`config.mk`:
```
export PLATFORM = sky130hd
export DESIGN_NAME = exp_unit_scheduler
export DESIGN_NICKNAME = d
export VERILOG_FILES = /design/src/rtl/softmax_pkg.sv /design/src/rtl/rr_arbiter.sv /design/src/rtl/exp_unit_scheduler.sv
export SDC_FILE = /design/constraint.sdc
export NUM_CORES = 1
export LEC_CHECK = 0
export ABC_AREA = 1
export BUFFER_PORTS_ARGS = -buffer_cell sky130_fd_sc_hd__buf_4
export CAP_MARGIN = 15
export CORE_UTILIZATION = 54
export CTS_CLUSTER_SIZE = 16
export DETAILED_ROUTE_END_ITERATION = 12
export GPL_TIMING_DRIVEN = 0
export PLACE_DENSITY_LB_ADDON = 0.3
export SYNTH_ARGS = -nofsm -noshare
export SYNTH_HDL_FRONTEND = slang
export SYNTH_SLANG_ARGS = --single-unit
```
`constraint.sdc`:
```
create_clock -name clk -period 4.94 [get_ports clk]
set_clock_uncertainty 0.15 [all_clocks]
set_input_delay 0.247 -clock clk [delete_from_list [all_inputs] [get_ports clk]]
set_output_delay 0.247 -clock clk [all_outputs]
set_load 0.03 [all_outputs]
```
`src/rtl/softmax_pkg.sv`:
```
// Shared definitions for the softmax_8_bit datapath: widths, exponent unit timing
// and the scheduler state encoding.
package softmax_pkg;

    localparam int DATA_WIDTH      = 8;
    localparam int EXP_NOMINAL_LAT = 7;
    localparam int TIMEOUT_DEFAULT = 15;

    typedef enum logic [1:0] {
        ST_IDLE  = 2'd0,
        ST_CLEAR = 2'd1,
        ST_RUN   = 2'd2,
        ST_DONE  = 2'd3
    } sched_state_e;

endpackage

```
`src/rtl/rr_arbiter.sv`:
```
// Combinational rotating-priority arbiter: the search starts at ptr_i and wraps,
// so the requester at ptr_i has the highest priority.
module rr_arbiter #(
    parameter int NUM_REQ = 4,
    localparam int IDX_W  = (NUM_REQ > 1) ? $clog2(NUM_REQ) : 1
) (
    input  logic [NUM_REQ-1:0] req_i,
    input  logic [IDX_W-1:0]   ptr_i,
    output logic [NUM_REQ-1:0] grant_o,
    output logic [IDX_W-1:0]   idx_o,
    output logic               any_o
);

    logic [IDX_W:0]   sum;
    logic [IDX_W-1:0] pos;

    always_comb begin
        grant_o = '0;
        idx_o   = '0;
        any_o   = 1'b0;
        sum     = '0;
        pos     = '0;
        for (int k = 0; k < NUM_REQ; k++) begin
            sum = {1'b0, ptr_i} + (IDX_W+1)'(k);
            if (sum >= (IDX_W+1)'(NUM_REQ)) begin
                sum = sum - (IDX_W+1)'(NUM_REQ);
            end
            pos = sum[IDX_W-1:0];
            if (!any_o && req_i[pos]) begin
                any_o        = 1'b1;
                grant_o[pos] = 1'b1;
                idx_o        = pos;
            end
        end
    end

endmodule

```
`src/rtl/exp_unit_scheduler.sv`:
```
// Shares one exponent unit between NUM_REQ requesters: round-robin accept, one-cycle
// unit clear, run with ack timeout, then a one-hot response pulse to the owner.
module exp_unit_scheduler #(
    parameter int DATA_WIDTH  = softmax_pkg::DATA_WIDTH,
    parameter int NUM_REQ     = 4,
    parameter int TIMEOUT_CYC = softmax_pkg::TIMEOUT_DEFAULT
) (
    input  logic                          clk,
    input  logic                          rst,
    input  logic [NUM_REQ-1:0]            req_valid,
    input  logic [NUM_REQ*DATA_WIDTH-1:0] req_x,
    output logic [NUM_REQ-1:0]            req_ready,
    output logic [NUM_REQ-1:0]            rsp_valid,
    output logic [DATA_WIDTH-1:0]         rsp_data,
    output logic                          rsp_err,
    output logic [DATA_WIDTH-1:0]         exp_x,
    output logic                          exp_enable,
    input  logic [DATA_WIDTH-1:0]         exp_result,
    input  logic                          exp_ack,
    output logic                          busy,
    output softmax_pkg::sched_state_e     state_dbg
);
    import softmax_pkg::*;

    localparam int IDX_W = (NUM_REQ > 1) ? $clog2(NUM_REQ) : 1;
    localparam int CNT_W = $clog2(TIMEOUT_CYC + 1);

    // Handshake: a requester holds req_valid until it sees its req_ready pulse;
    // rsp_valid is a single-cycle pulse with no back-pressure.
    sched_state_e             state_q, state_d;
    logic [IDX_W-1:0]         ptr_q, ptr_d;
    logic [IDX_W-1:0]         owner_q, owner_d;
    logic [CNT_W-1:0]         cnt_q, cnt_d;
    logic [CNT_W-1:0]         cnt_inc;
    logic [DATA_WIDTH-1:0]    exp_x_q, exp_x_d;
    logic                     exp_enable_q, exp_enable_d;
    logic [NUM_REQ-1:0]       req_ready_q, req_ready_d;
    logic [NUM_REQ-1:0]       rsp_valid_q, rsp_valid_d;
    logic [DATA_WIDTH-1:0]    rsp_data_q, rsp_data_d;
    logic                     rsp_err_q, rsp_err_d;

    logic [NUM_REQ-1:0]       arb_grant;
    logic [IDX_W-1:0]         arb_idx;
    logic                     arb_any;
    logic [DATA_WIDTH-1:0]    req_x_arr [NUM_REQ];

    for (genvar g = 0; g < NUM_REQ; g++) begin : g_split
        assign req_x_arr[g] = req_x[g*DATA_WIDTH +: DATA_WIDTH];
    end

    rr_arbiter #(.NUM_REQ(NUM_REQ)) u_arb (
        .req_i   (req_valid),
        .ptr_i   (ptr_q),
        .grant_o (arb_grant),
        .idx_o   (arb_idx),
        .any_o   (arb_any)
    );

    assign cnt_inc = cnt_q + CNT_W'(1);

    always_comb begin
        state_d      = state_q;
        ptr_d        = ptr_q;
        owner_d      = owner_q;
        cnt_d        = cnt_q;
        exp_x_d      = exp_x_q;
        exp_enable_d = 1'b0;
        req_ready_d  = '0;
        rsp_valid_d  = '0;
        rsp_data_d   = '0;
        rsp_err_d    = 1'b0;
        case (state_q)
            ST_IDLE: begin
                if (arb_any) begin
                    owner_d     = arb_idx;
                    exp_x_d     = req_x_arr[arb_idx];
                    req_ready_d = arb_grant;
                    state_d     = ST_CLEAR;
                end
            end
            ST_CLEAR: begin
                cnt_d        = '0;
                exp_enable_d = 1'b1;
                state_d      = ST_RUN;
            end
            ST_RUN: begin
                cnt_d = cnt_inc;
                // Ack is checked before the timeout so an ack on the last allowed cycle wins.
                if (exp_ack) begin
                    rsp_valid_d = NUM_REQ'(1) << owner_q;
                    rsp_data_d  = exp_result;
                    state_d     = ST_DONE;
                end else if (cnt_inc == CNT_W'(TIMEOUT_CYC)) begin
                    rsp_valid_d = NUM_REQ'(1) << owner_q;
                    rsp_err_d   = 1'b1;
                    state_d     = ST_DONE;
                end else begin
                    exp_enable_d = 1'b1;
                end
            end
            ST_DONE: begin
                ptr_d   = (owner_q == IDX_W'(NUM_REQ - 1)) ? '0 : owner_q + IDX_W'(1);
                state_d = ST_IDLE;
            end
            default: state_d = ST_IDLE;
        endcase
    end

    always_ff @(posedge clk or posedge rst) begin
        if (rst) begin
            state_q      <= ST_IDLE;
            ptr_q        <= '0;
            owner_q      <= '0;
            cnt_q        <= '0;
            exp_x_q      <= '0;
            exp_enable_q <= 1'b0;
            req_ready_q  <= '0;
            rsp_valid_q  <= '0;
            rsp_data_q   <= '0;
            rsp_err_q    <= 1'b0;
        end else begin
            state_q      <= state_d;
            ptr_q        <= ptr_d;
            owner_q      <= owner_d;
            cnt_q        <= cnt_d;
            exp_x_q      <= exp_x_d;
            exp_enable_q <= exp_enable_d;
            req_ready_q  <= req_ready_d;
            rsp_valid_q  <= rsp_valid_d;
            rsp_data_q   <= rsp_data_d;
            rsp_err_q    <= rsp_err_d;
        end
    end

    assign req_ready  = req_ready_q;
    assign rsp_valid  = rsp_valid_q;
    assign rsp_data   = rsp_data_q;
    assign rsp_err    = rsp_err_q;
    assign exp_x      = exp_x_q;
    assign exp_enable = exp_enable_q;
    assign busy       = (state_q != ST_IDLE);
    assign state_dbg  = state_q;

endmodule

```
==> reports/results.txt <==
Max-Cap Viols: 0
CTS buffer count: 5
fin cells: 435
Vias/cell: 4.899
register area: 900.9 um2
Yosys reg bits: 36
yosys warns: 0
reg2reg start: ptr_q[0]
fill cell count: 310
HP Class: in2reg
HPWL after DPL: 3875 um
Max clock buf depth: 2
multi-input gate area in the final layout: 1122 um2
drt drc: 0
Slew Viols, Final: 0
net count after synthesis: 364
Nets: 448
Critical path buffers and inverters: 3
die width: 66.82 um
hold path cells: 3
commonest non-fill, non-tap cell in the layout: nand2_1
worst r2r path cells: 12
Hold Path End: rsp_data[1]
Post-synth ARST share: 100.0%
DRT antenna net count: 0
Max VDD drop: 0.4037 mV
wire per inst: 11.50 um
Worst setup SP type: flop
Avg Inst Size Synth: 7.561 um2
total congestion overflow: 0
RR Endpoint: exp_x[1]
Fin. Hold Viols: 0
Comb pwr share: 66.2%
area delta synth->final: 33.37%
CP max-delay cell: dfrtp_1
post_cts resized: 0
Mapped Cells: 300
clock power share: 10.5%
FMAX: 0.3682 GHz
RSZ-0062 raised after global routing: no
worst relative slew slack: 52.08%
Diodes inserted: 0
num ports: 76
Yosys top cell by area: dfrtp_1
I/O Buffers: 75
routed wire length: 5003 um
detailed-route via count: 2,131
R2R Setup Slk: 2.22 ns
count of cell types in the netlist: 32
Initial DRC Count: 122
Clock transition at path regs: 0.07 ns
CP Data Arrival Time: 2.73 ns
Net Sw Frac: 51.14%
Worst setup EP type: flop
Flop pwr share: 23.4%
gr usage total: 23.77%
setup_tns: 0 ns
outcome: complete, no violations
first drt pass iteration count: 5
worst slew pin tran: 0.7180 ns
setup bufs post-CTS: 0
vias in the first global route: 1,977
dominant cells by area after synthesis: dfrtp_1 40%, nand2_1 13%, ha_1 9.4%
gpl congestion: 0.8575
Seq/Total Area, Yosys: 39.71%
CTS tree: done
Pwr Density: 666.3 nW/um2
largest net degree at the start of global routing: 21
P_sw: 0.001031 W
Hold Path Origin: exp_result[1]
Rows: 23
period utilization: 54.98%
commonest non-fill, non-tap cells in the layout: 80 x nand2_1, 75 x buf_4, 56 x inv_1
root buf cell: clkbuf_8
initial antenna violation count: 0
Top delay family on crit path: simple AND/OR/NAND/NOR gates
global-route wire length before repair: 8107 um
worst setup path class: reg2reg
final setup fails: 0
die area: 4464 um2
Skew-Pair Late Insertion Delay: 0.28 ns
synthesized cell area: 2268 um2
# hold bufs at CTS: 1
Setup WS post-layout: 2.224 ns
delay of the slowest critical-path stage: 0.58 ns
Main synth FF type: dfrtp_1
Core Area: 4029 um2
Tmin final: 2.716 ns
critical path required time: 4.96 ns
CTS H-tree depth: 2
CP max FO: 11
Power, Total: 0.002016 W
die height: 66.82 um
Initial Util: 56.30%
dpl cells: 426
layout cells sized above 1: 28.05%
Internal Power: 0.0009850 W
number of synthesized flops with an enable pin: 0
Lkg Pwr: 1.763 nW
most used cell, CP: nand3_1
clock sink total: 36
cells along the critical path: inv_2, ha_1, inv_1, nand3_1, nand2_1, a21oi_1, nand2_1, nand3_2, buf_6, or2_0, nand3_1, nand3_1
top cell type's share of synthesized area: 39.71%
Placement Setup Slack: 2.237 ns
synth_stat cells (all sizes together), types with 2 or more instances:
| master | count |
|---|---|
| nand2 | 86 |
| inv | 58 |
| dfrtp | 36 |
| nand3 | 32 |
| nor2 | 24 |
| ha | 17 |
| o21ai | 15 |
| or2 | 8 |
| a21oi | 5 |
| nand4 | 4 |
| buf | 3 |
| a31oi | 2 |
| o22ai | 2 |
registers in the layout (all words and copies together) (netlist names), 2 cells and up:
register and count:
cnt_q 4, state_dbg 2, rsp_data 8, owner_q 2, exp_x 8, rsp_valid 4
ptr_q 2, req_ready 4
tightest hold or removal path, delay by kind of cell:
| kind | cells | cell delay [ns] |
|---|---|---|
| buf+inv | 2 | 0.14 |
| simple gates | 1 | 0.04 |
power by group through the flow:
stage / clock network [W] / registers [W] / logic [W]
floorplan: 0 / 0.000599 / 0.000849
finish: 0.000211 / 0.000471 / 0.00133
global placement: 0 / 0.000472 / 0.00130
CTS: 0.000215 / 0.000471 / 0.00134
detailed placement: 0 / 0.000475 / 0.00133
global route: 0.000228 / 0.000485 / 0.00151
area by class of cell:
cell class / count / share of cell area (%)
buffer: 3 / 0.9098
clock inverter: 1 / 0.2481
tap: 50 / 2.068
timing repair buffer: 77 / 19.85
sequential: 36 / 29.78
inverter: 58 / 7.196
clock buffer: 7 / 2.854
multi-input combinational: 203 / 37.10
stage by stage:
| stage | hold slack, ns | util [%] | instance area (um2) |
|---|---|---|---|
| after floorplan | 0.2032 | - | 2268 |
| after global placement | 0.3133 | 71.83 | 2894 |
| after detailed placement | 0.2513 | 72.52 | 2922 |
| after CTS | 0.02335 | 75.09 | 3025 |
| after global routing | 0.02059 | 75.09 | 3025 |
| final | 0.02707 | 75.09 | 3025 |
kinds of logic after synthesis:
logic type / after synthesis / synth area share [%]
AND/OR/NAND/NOR: 157 / 32.76
buffers and inverters: 61 / 10.81
flip-flops: 36 / 39.71
AO/OA/AOI/OAI: 27 / 6.564
adder cells (fa/ha/maj): 17 / 9.377
XOR/XNOR: 2 / 0.7723
worst max path at each step:
| stage | cells past startpoint | startpoint | slack, ns | to |
|---|---|---|---|---|
| after floorplan | 12 | ptr_q[0] | 2.64 | exp_x[0] |
| after global placement | 12 | ptr_q[0] | 2.26 | exp_x[1] |
| final | 12 | ptr_q[0] | 2.22 | exp_x[1] |
| after CTS | 12 | ptr_q[0] | 2.23 | exp_x[1] |
| after detailed placement | 12 | ptr_q[0] | 2.24 | exp_x[1] |
| after global routing | 12 | ptr_q[0] | 1.96 | exp_x[1] |
routing by layer:
metal / vias to the layer above / global-route usage, % / wire (um)
li1: 1097 / - / -
met1: 967 / 27.41 / 2033
met2: 65 / 44.07 / 2631
met3: 2 / 4.966 / 324
met4: 0 / 5.851 / 14
met5: - / 0 / 0
Power figures use the tool's default switching activity.
